<file path="src/rtl/cic_rate_ctrl_pkg.sv">
// Shared types and constants for the CIC decimator rate sequencer.
package cic_rate_ctrl_pkg;

    localparam int unsigned RATIO_W        = 16;
    localparam int unsigned DATA_W         = 8;
    localparam int unsigned DEFAULT_RATIO  = 64;
    localparam int unsigned MIN_RATIO      = 4;
    localparam int unsigned FLUSH_CYCLES   = 4;
    localparam int unsigned SETTLE_SAMPLES = 6;
    localparam int unsigned FLUSH_CNT_W    = $clog2(FLUSH_CYCLES + 1);
    localparam int unsigned SETTLE_CNT_W   = $clog2(SETTLE_SAMPLES + 1);
    localparam int unsigned TIMEOUT_W      = RATIO_W + 1;

    typedef logic [RATIO_W-1:0]       ratio_t;
    typedef logic signed [DATA_W-1:0] sample_t;

    typedef enum logic [1:0] {
        ST_FLUSH     = 2'd0,
        ST_SETTLE    = 2'd1,
        ST_RUN       = 2'd2,
        ST_WAIT_EDGE = 2'd3
    } state_e;

endpackage

</file>
<file path="src/rtl/cic_rate_ctrl_if.sv">
// Control-register request channel plus decimator-side signals of the rate sequencer.
interface cic_rate_ctrl_if;
    import cic_rate_ctrl_pkg::*;

    logic    cfg_valid;
    ratio_t  cfg_ratio;
    logic    cfg_ready;
    logic    cfg_err;
    logic    cic_rst;
    ratio_t  cic_ratio;
    logic    cic_dclk;
    sample_t cic_dout;
    logic    out_valid;
    sample_t out_data;
    logic    busy;

    modport slave (
        input  cfg_valid, cfg_ratio, cic_dclk, cic_dout,
        output cfg_ready, cfg_err, cic_rst, cic_ratio, out_valid, out_data, busy
    );

    modport master (
        output cfg_valid, cfg_ratio, cic_dclk, cic_dout,
        input  cfg_ready, cfg_err, cic_rst, cic_ratio, out_valid, out_data, busy
    );

endinterface

</file>
<file path="src/rtl/cic_rate_ctrl_strobe_edge.sv">
// Rising-edge detector for the decimator output strobe (one register stage).
module cic_rate_ctrl_strobe_edge (
    input  logic clk,
    input  logic rst,
    input  logic dclk_i,
    output logic rise_c_o
);

    logic dclk_q;

    always_ff @(posedge clk) begin
        if (rst) begin
            dclk_q <= 1'b0;
        end else begin
            dclk_q <= dclk_i;
        end
    end

    assign rise_c_o = dclk_i & ~dclk_q;

endmodule

</file>
<file path="src/rtl/cic_rate_ctrl.sv">
// Rate sequencer for the 5-stage CIC decimator: owns ratio and decimator reset,
// swaps ratio only at output-sample boundaries, then flushes and settles the filter.
module cic_rate_ctrl
    import cic_rate_ctrl_pkg::*;
(
    input  logic            clk,
    input  logic            rst,
    cic_rate_ctrl_if.slave  bus
);

    state_e                  state_q, state_d;
    logic [FLUSH_CNT_W-1:0]  flush_cnt_q, flush_cnt_d;
    logic [SETTLE_CNT_W-1:0] settle_cnt_q, settle_cnt_d;
    logic [TIMEOUT_W-1:0]    to_cnt_q, to_cnt_d;
    ratio_t                  pending_q, pending_d;

    logic    cic_rst_q, cic_rst_d;
    ratio_t  cic_ratio_q, cic_ratio_d;
    logic    cfg_ready_q, cfg_ready_d;
    logic    cfg_err_q, cfg_err_d;
    logic    out_valid_q, out_valid_d;
    sample_t out_data_q, out_data_d;
    logic    busy_q, busy_d;

    logic                 rise;
    logic                 hs;
    logic                 ratio_low;
    logic                 ratio_same;
    logic [TIMEOUT_W-1:0] to_limit;
    logic                 to_expired;

    cic_rate_ctrl_strobe_edge u_edge (
        .clk      (clk),
        .rst      (rst),
        .dclk_i   (bus.cic_dclk),
        .rise_c_o (rise)
    );

    assign hs         = bus.cfg_valid & cfg_ready_q;
    assign ratio_low  = bus.cfg_ratio < RATIO_W'(MIN_RATIO);
    assign ratio_same = bus.cfg_ratio == cic_ratio_q;
    assign to_limit   = {cic_ratio_q, 1'b0} - TIMEOUT_W'(1);
    assign to_expired = to_cnt_q == to_limit;

    // State and sequencing counters
    always_ff @(posedge clk) begin
        if (rst) begin
            state_q      <= ST_FLUSH;
            flush_cnt_q  <= '0;
            settle_cnt_q <= '0;
            to_cnt_q     <= '0;
            pending_q    <= '0;
        end else begin
            state_q      <= state_d;
            flush_cnt_q  <= flush_cnt_d;
            settle_cnt_q <= settle_cnt_d;
            to_cnt_q     <= to_cnt_d;
            pending_q    <= pending_d;
        end
    end

    // Next-state logic
    always_comb begin
        state_d      = state_q;
        flush_cnt_d  = flush_cnt_q;
        settle_cnt_d = settle_cnt_q;
        to_cnt_d     = to_cnt_q;
        pending_d    = pending_q;
        unique case (state_q)
            ST_FLUSH: begin
                if (flush_cnt_q == FLUSH_CNT_W'(FLUSH_CYCLES - 1)) begin
                    state_d      = ST_SETTLE;
                    settle_cnt_d = '0;
                end else begin
                    flush_cnt_d = flush_cnt_q + FLUSH_CNT_W'(1);
                end
            end
            ST_SETTLE: begin
                if (rise) begin
                    if (settle_cnt_q == SETTLE_CNT_W'(SETTLE_SAMPLES - 1)) begin
                        state_d = ST_RUN;
                    end else begin
                        settle_cnt_d = settle_cnt_q + SETTLE_CNT_W'(1);
                    end
                end
            end
            ST_RUN: begin
                if (hs && !ratio_low && !ratio_same) begin
                    pending_d = bus.cfg_ratio;
                    to_cnt_d  = '0;
                    state_d   = ST_WAIT_EDGE;
                end
            end
            ST_WAIT_EDGE: begin
                // A stalled strobe must not wedge the sequencer, hence the timeout
                if (rise || to_expired) begin
                    state_d     = ST_FLUSH;
                    flush_cnt_d = '0;
                end else begin
                    to_cnt_d = to_cnt_q + TIMEOUT_W'(1);
                end
            end
            default: begin
                state_d     = ST_FLUSH;
                flush_cnt_d = '0;
            end
        endcase
    end

    // Output next values; all outputs leave through registers
    always_comb begin
        cic_rst_d   = (state_d == ST_FLUSH);
        cfg_ready_d = (state_d == ST_RUN);
        busy_d      = (state_d != ST_RUN);
        cfg_err_d   = (state_q == ST_RUN) && hs && ratio_low;
        out_valid_d = rise && ((state_q == ST_RUN) || (state_q == ST_WAIT_EDGE));
        out_data_d  = out_valid_d ? bus.cic_dout : out_data_q;
        cic_ratio_d = cic_ratio_q;
        if ((state_q == ST_WAIT_EDGE) && (state_d == ST_FLUSH)) begin
            cic_ratio_d = pending_q;
        end
    end

    always_ff @(posedge clk) begin
        if (rst) begin
            cic_rst_q   <= 1'b1;
            cic_ratio_q <= RATIO_W'(DEFAULT_RATIO);
            cfg_ready_q <= 1'b0;
            cfg_err_q   <= 1'b0;
            out_valid_q <= 1'b0;
            out_data_q  <= '0;
            busy_q      <= 1'b1;
        end else begin
            cic_rst_q   <= cic_rst_d;
            cic_ratio_q <= cic_ratio_d;
            cfg_ready_q <= cfg_ready_d;
            cfg_err_q   <= cfg_err_d;
            out_valid_q <= out_valid_d;
            out_data_q  <= out_data_d;
            busy_q      <= busy_d;
        end
    end

    assign bus.cic_rst   = cic_rst_q;
    assign bus.cic_ratio = cic_ratio_q;
    assign bus.cfg_ready = cfg_ready_q;
    assign bus.cfg_err   = cfg_err_q;
    assign bus.out_valid = out_valid_q;
    assign bus.out_data  = out_data_q;
    assign bus.busy      = busy_q;

endmodule

</file>
<file path="src/flat_wrapper.sv">
// flat-port wrapper written by rule: the top's interface ports become plain ports
module cic_rate_ctrl_flat import cic_rate_ctrl_pkg::*;
  (clk, rst, bus_cfg_valid, bus_cfg_ratio, bus_cic_dclk, bus_cic_dout, bus_cfg_ready, bus_cfg_err, bus_cic_rst, bus_cic_ratio, bus_out_valid, bus_out_data, bus_busy);
  cic_rate_ctrl_if bus_i ();
  input  logic clk;
  input  logic rst;
  input wire logic [$bits(bus_i.cfg_valid)-1:0] bus_cfg_valid;
  input wire logic [$bits(bus_i.cfg_ratio)-1:0] bus_cfg_ratio;
  input wire logic [$bits(bus_i.cic_dclk)-1:0] bus_cic_dclk;
  input wire logic [$bits(bus_i.cic_dout)-1:0] bus_cic_dout;
  output wire logic [$bits(bus_i.cfg_ready)-1:0] bus_cfg_ready;
  output wire logic [$bits(bus_i.cfg_err)-1:0] bus_cfg_err;
  output wire logic [$bits(bus_i.cic_rst)-1:0] bus_cic_rst;
  output wire logic [$bits(bus_i.cic_ratio)-1:0] bus_cic_ratio;
  output wire logic [$bits(bus_i.out_valid)-1:0] bus_out_valid;
  output wire logic [$bits(bus_i.out_data)-1:0] bus_out_data;
  output wire logic [$bits(bus_i.busy)-1:0] bus_busy;
  assign bus_i.cfg_valid = bus_cfg_valid;
  assign bus_i.cfg_ratio = bus_cfg_ratio;
  assign bus_i.cic_dclk = bus_cic_dclk;
  assign bus_i.cic_dout = bus_cic_dout;
  assign bus_cfg_ready = bus_i.cfg_ready;
  assign bus_cfg_err = bus_i.cfg_err;
  assign bus_cic_rst = bus_i.cic_rst;
  assign bus_cic_ratio = bus_i.cic_ratio;
  assign bus_out_valid = bus_i.out_valid;
  assign bus_out_data = bus_i.out_data;
  assign bus_busy = bus_i.busy;
  cic_rate_ctrl u_core (.clk(clk), .rst(rst), .bus(bus_i));
endmodule
</file>
<file path="config.mk">
export PLATFORM = sky130hd
export DESIGN_NAME = cic_rate_ctrl_flat
export DESIGN_NICKNAME = d
export VERILOG_FILES = /design/src/rtl/cic_rate_ctrl_pkg.sv /design/src/rtl/cic_rate_ctrl_if.sv /design/src/rtl/cic_rate_ctrl_strobe_edge.sv /design/src/rtl/cic_rate_ctrl.sv /design/src/flat_wrapper.sv
export SDC_FILE = /design/constraint.sdc
export NUM_CORES = 1
export LEC_CHECK = 0
export ABC_CLOCK_PERIOD_IN_PS = 8000
export BUFFER_PORTS_ARGS = -buffer_cell sky130_fd_sc_hd__buf_2
export CORE_AREA = 3 3 85 87
export DETAILED_ROUTE_END_ITERATION = 8
export DIE_AREA = 0 0 88 90
export GPL_TIMING_DRIVEN = 0
export PLACE_DENSITY = 0.88
export SYNTH_ARGS = -nofsm -noshare
export SYNTH_HDL_FRONTEND = slang
export SYNTH_SLANG_ARGS = --single-unit
export TNS_END_PERCENT = 30
</file>
<file path="constraint.sdc">
create_clock -name clk -period 8 [get_ports clk]
set_input_delay 2 -clock clk [delete_from_list [all_inputs] [get_ports clk]]
set_output_delay 2 -clock clk [all_outputs]
set_load 0.02 [all_outputs]
</file>
==> Word-level counts from Yosys, hierarchy flattened <==
Cells that the tools add are included.
W data, S select, Z words.
{ "classes": {"n_eq_ne": 16, "n_mul": 0, "n_div": 0, "bitwise_logic": 3, "muxes": 16, "n_addsub": 4, "shift": 0, "magnitude_cmp": 1, "reduce_logical": 19} }
{ "op_table": {"columns": ["cell", "n"], "rows": [
  ["$mux W17", 2],
  ["$pmux W17 S2", 1],
  ["$add A17 B1 Y17 const B", 1],
  ["$eq A17 B17 Y1", 1],
  ["$sub A17 B1 Y17 const B", 1],
  ["$eq A16 B16 Y1", 1],
  ["$lt A16 B3 Y1 const B", 1],
  ["$mux W3", 5],
  ["$pmux W3 S2", 2],
  ["$mux W2", 5],
  ["$ne A2 B1 Y1 const B", 4],
  ["$ne A2 B2 Y1 const B", 4],
  ["$pmux W2 S4", 1],
  ["$add A3 B1 Y3 const B", 2],
  ["$eq A2 B2 Y1 const B", 3],
  ["$logic_and A1 B1 Y1", 6],
  ["$reduce_and A3 Y1", 2],
  ["$reduce_bool A2 Y1", 3],
  ["$logic_not A2 Y1", 2],
  ["$reduce_and A4 Y1", 1],
  ["$eq A3 B2 Y1 const B", 1],
  ["$eq A3 B3 Y1 const B", 1],
  ["$and A1 B1 Y1", 2],
  ["$eq A2 B1 Y1 const B", 1],
  ["other kinds (4)", 6]
]} }
{ "word_totals": {"in_bits": 28, "rom_bits": 0, "n_memories": 0, "register_bits": 71, "wordCells": 72, "latch_bits": 0, "output_inout_bits": 29, "mem_bits_rw": 0} }

==> Depth between registers and ports, before layout <==
{ "depth": {"word_depth": 8, "mapped_depth": 14, "mapped_depth_nobuf": 10} }

==> Modules after synthesis <==
From an unflattened synthesis, not the netlist that was laid out.
{ "hier_totals": {"hier_cells": 412, "hier_area_um2": 3692.3} }
{ "by_module_without_submodules": {"columns": ["module", "n_inst", "area_each_um2", "cells_per_inst"], "rows": [
  ["cic_rate_ctrl", 1, 3644.7, 409],
  ["cic_rate_ctrl_strobe_edge", 1, 47.5, 3]
]} }

==> Worst setup path after synthesis <==
Ideal clock, no wire load.
{ "synth_path": {"path_kind": "in2reg", "from": "input port bus_cfg_ratio[10]", "to": "register u_core.cic_ratio_q[10], in the netlist u_core.bus.cic_ratio[10]", "arrival_ns": 4.067, "path_stages": 9, "setup_ns": 0.072, "path_buffers": 1, "path_slack_ns": 3.861, "required_time_ns": 7.928, "cell_sequence": "xor2_1 nor4_1 nand4_1 and3_1 a211oi_1 o21ai_0 a221oi_4 buf_8 mux2i_1"} }
{ "synth_via": {"elab_chain_cells": 8, "word_cells_on_any_way": 10, "cone_classes": "1 x order compare; 1 x eq/ne; 2 x mux; 6 x reduce/logical"} }
{ "synth_rtl": {"columns": ["item", "line", "rtl"], "rows": [
  ["start, declared", "flat_wrapper.sv:8", "input wire logic [$bits(bus_i.cfg_ratio)-1:0] bus_cfg_ratio;"],
  ["$lt A16 B3 Y1", "cic_rate_ctrl.sv:40", "assign ratio_low = bus.cfg_ratio < RATIO_W'(MIN_RATIO);"],
  ["$logic_not A1 Y1", "cic_rate_ctrl.sv:88", "if (hs && !ratio_low && !ratio_same) begin"],
  ["$logic_and A1 B1 Y1", "cic_rate_ctrl.sv:88", null],
  ["$logic_and A1 B1 Y1 (*)", "cic_rate_ctrl.sv:88", null],
  ["$mux W2 (*)", "cic_rate_ctrl.sv:88", null],
  ["$pmux W2 S4 (*)", "cic_rate_ctrl.sv:69", "unique case (state_q)"],
  ["$logic_not A2 Y1 (*)", "cic_rate_ctrl.sv:119", "if ((state_q == ST_WAIT_EDGE) && (state_d == ST_FLUSH)) begin"],
  ["$logic_and A1 B1 Y1 (*)", "cic_rate_ctrl.sv:119", null],
  ["end signal, assigned", "cic_rate_ctrl.sv:127", "cic_ratio_q <= RATIO_W'(DEFAULT_RATIO);"],
  ["end signal, assigned", "cic_rate_ctrl.sv:135", "cic_ratio_q <= cic_ratio_d;"],
  ["end, declared", "cic_rate_ctrl.sv:18", "ratio_t cic_ratio_q, cic_ratio_d;"]
]} }
Every way passes the cells marked *; elsewhere a longest branch is shown, timed or not.
A chain may end at the register's enable or synchronous reset.

==> Worst setup path in the final report <==
{ "layout_path": {"from": "input port bus_cfg_ratio[2]", "to": "register u_core.cic_ratio_q[7], in the netlist u_core.bus.cic_ratio[7]"} }
The elaborated chain is that of the path after synthesis.

==> key figures <==
Worst setup path
  – CP startpoint: bus_cfg_ratio[2]
  – Worst r2r src: u_core.bus.cic_ratio[0]
  – Worst setup endpoint: u_core.bus.cic_ratio[7]
  – Family with the most delay on the worst path: compound AO/OA/AOI/OAI gates
  – Worst path slowest cell: a221oi_4
  – CP bufs+invs: 2
  – CP Data Required Time: ~8300 ps
  – Worst reg2reg setup slack: 4270 ps
  – R2R depth: 12
  – Worst setup EP type: flip-flop
  – CP Depth: 10
  – Critical path peak fanout: 10
  – R2R Path End: u_core.bus.cic_ratio[7]
  – Setup CP Type: in2reg
  – Worst Path Arrival: 4820 ps
  – Crit-path cells: buf_2 > xor2_1 > nor4_1 > nand4_1 > and3_1 > a211oi_1 > o21ai_0 > a221oi_4 > buf_8 > mux2i_1
  – Crit-path max cell delay: 600 ps
  – Crit path launch type: input port

Floorplanning
  – Die X: 88 um
  – Chip height: around 90 um
  – Die ar.: 7920 sq um
  – Initial Util: between 60 and 70%
  – I/O pin cnt: 57
  – Row count: 29
  – Area of the core: 6420 sq um

STA
  – Post-layout minimum cycle time: between 4000 and 5000 ps
  – Least-Margin Pin Slew: 771 ps
  – RSZ-0062 raised after global routing: false
  – Final setup violation count: 0
  – Worst Skew: ~10 ps
  – Final Max Tran Viols: 0
  – Period Utilization, post-route: 56.8%
  – Max Freq: around 220 MHz
  – Final WS setup: ~3500 ps
  – Fin Setup TNS: 0 ps
  – Rel. slew slack: about half
  – Final hold viol count: 0

CTS
  – Clock tree sinks: 71
  – CTS Buf Count: 9
  – CTS Hold Buffers Added: 0
  – CTS tree: done
  – Clock Tree Buf Depth: 2
  – CTS resizes: 0
  – Post-CTS Setup Repair Bufs: 0
  – Clock insertion delay at the later pin of the skew report: between 300 and 400 ps
  – Root buf cell: clkbuf_8
  – H-tree levels: 3
  – CTS clk-pin slew, worst paths: approximately 80 ps

Placement
  – DP Wirelength: approximately 7400 um
  – Placer congestion estimate: around 0.92
  – Pre-CTS setup slack: roughly 3300 ps
  – Number of port buffers: 55

Min path
  – Path type of the worst min-delay path: reg2reg

Synth
  – Synth async-reset ratio: 0%
  – Mapped Cells: 459
  – Library cells used by synthesis: between 60 and 70
  – Top cell type's share of synthesized area: a little over a third
  – Synth area leaders: dfxtp_1 (36%), mux2i_1 (8.5%), xor2_1 (5.0%), nand2b_1 (5.0%), nor2_1 (3.8%)
  – Top cells by count, synth: dfxtp_1 (71), nor2_1 (40), mux2i_1 (34)
  – Synth Flop Type: dfxtp_1
  – Number of flops mapped to enable cells by yosys: 0
  – Cell taking the most area after synthesis: dfxtp_1
  – Ys Warns: 0
  – Synthesized cell area: about 4000 sq um
  – Yosys reg bits: just over 70
  – Seq/Total Area, Yosys: around 36%
  – Synthesized net count: about 500
  – Post-synthesis average cell area: around 8.7 sq um
  – Cell with the most instances after synthesis: dfxtp_1

Route
  – DR pass1 iterations: 7
  – DRC Markers: 0
  – Via Count: approximately 3700
  – WL final: around 10000 um
  – Vias per cell: approximately 6.1
  – Final antenna-violating net count: 0
  – Routed wire length per instance: around 17 um
  – DR iter-0 viols: roughly 250

Final layout
  – Layout cells sized above 1: approximately 17%
  – Fill cells: approximately 460
  – Area delta synth->final: 15.3%
  – Ant. Diodes: 0
  – Nets: about 560
  – Multi-input logic area: 2390 sq um
  – Storage cell area: 1420 sq um

Global route
  – Antenna violations before repair: 0
  – First-pass GRT wire length: between 15000 and 20000 um
  – Largest net degree at the start of global routing: 13
  – Total gr overflow: 0
  – Vias in the first global route: around 3600
  – GR Util All Layers: a little over a quarter

Status
  – Status: complete, no violations

Pwr
  – Lkg Pwr: between 1.5 and 2 nW
  – Pwr Density: about 170 nW/um^2
  – Max VDD drop: ~0.17 mV

Run
  – # Max-Cap Violations: 0
## cell type report
class / count / area share, %
clock buffers: 11 / 2.86
repair buffers: 55 / 5.98
clock inverters: 5 / 2.31
flip-flops and latches: 71 / 30.9
plain buffers: 27 / 2.80
well taps: 77 / 2.09
inverters: 14 / 1.14
multi-input cells: 347 / 51.9
## logic make-up (layout without fill, tap and decap cells)
group,count (synthesis),after routing,synth area share [%]
adders and majority gates,10,10,3.13
xor gates and xnor gates,38,38,8.34
DFF,71,71,35.6
and+or+nand+nor,182,182,25.8
AOI/OAI and AO/OA,83,83,14.0
muxes,34,34,8.53
buffers and inverters,41,112,4.55
## stage by stage
step	cells	util [%]	hold WS [ps]	instance area, sq um	power, mW
floorplan	459	-	451	3990	0.431
global placement	591	67.9	440	4360	0.452
detailed placement	591	67.9	445	4360	0.458
CTS	607	71.6	456	4600	0.801
global route	607	71.6	467	4600	0.826
finish	607	71.6	454	4600	0.802
## worst register-to-register path, stage by stage (launching register included)
cell      delay, ps
dfxtp_1         340
clkbuf_1        380
inv_1           100
ha_1            260
nor4b_4         170
and2b_1         200
xnor2_1         120
a2111o_1        450
nor4_4          440
o22ai_2         170
a221oi_4        580
buf_8           240
mux2i_1         220
## cell usage in the layout, fill, tap and decap left out, drive strengths merged, types with 23 or more instances in the layout
cell type  Yosys  routed
mux2i         34      34
a21oi         28      28
nor2          40      40
dfxtp         71      71
nand2b        32      32
buf            9      64
xor2          23      23
nand2         31      31
clkbuf        18      29
## flip-flops by register name (all words and copies together) (netlist names)
name / cells
u_core.bus.cfg_err: 1
u_core.to_cnt_q: 17
u_core.bus.out_valid: 1
u_core.bus.busy: 1
u_core.bus.cic_rst: 1
u_core.state_q: 2
u_core.pending_q: 16
u_core.settle_cnt_q: 3
u_core.bus.cic_ratio: 16
u_core.u_edge.dclk_q: 1
u_core.flush_cnt_q: 3
u_core.bus.out_data: 8
u_core.bus.cfg_ready: 1
## routing by layer
metal  GRT usage, %  part of all wire [%]
met5              0                     0
met4           11.4                   3.7
met3           5.94                   6.1
met2           44.2                    50
met1           34.3                    41
## where the power goes
part	internal, mW	switching, mW
registers	0.361	0.00656
clock network	0.208	0.139
logic	0.0328	0.0542
## worst min-delay path by stage
stage / start / endpoint / slack [ps] / depth (start not counted)
after floorplan: u_core.pending_q[7] / u_core.bus.cic_ratio[7] / 450 / 2
after global placement: u_core.bus.out_data[0] / u_core.bus.out_data[0] / 440 / 2
after detailed placement: u_core.bus.out_data[2] / u_core.bus.out_data[2] / 450 / 2
after CTS: u_core.bus.out_data[2] / u_core.bus.out_data[2] / 460 / 2
after global routing: u_core.bus.out_data[2] / u_core.bus.out_data[2] / 470 / 2
final: u_core.bus.out_data[6] / u_core.bus.out_data[6] / 450 / 2
(Power assumes the default switching activity.)
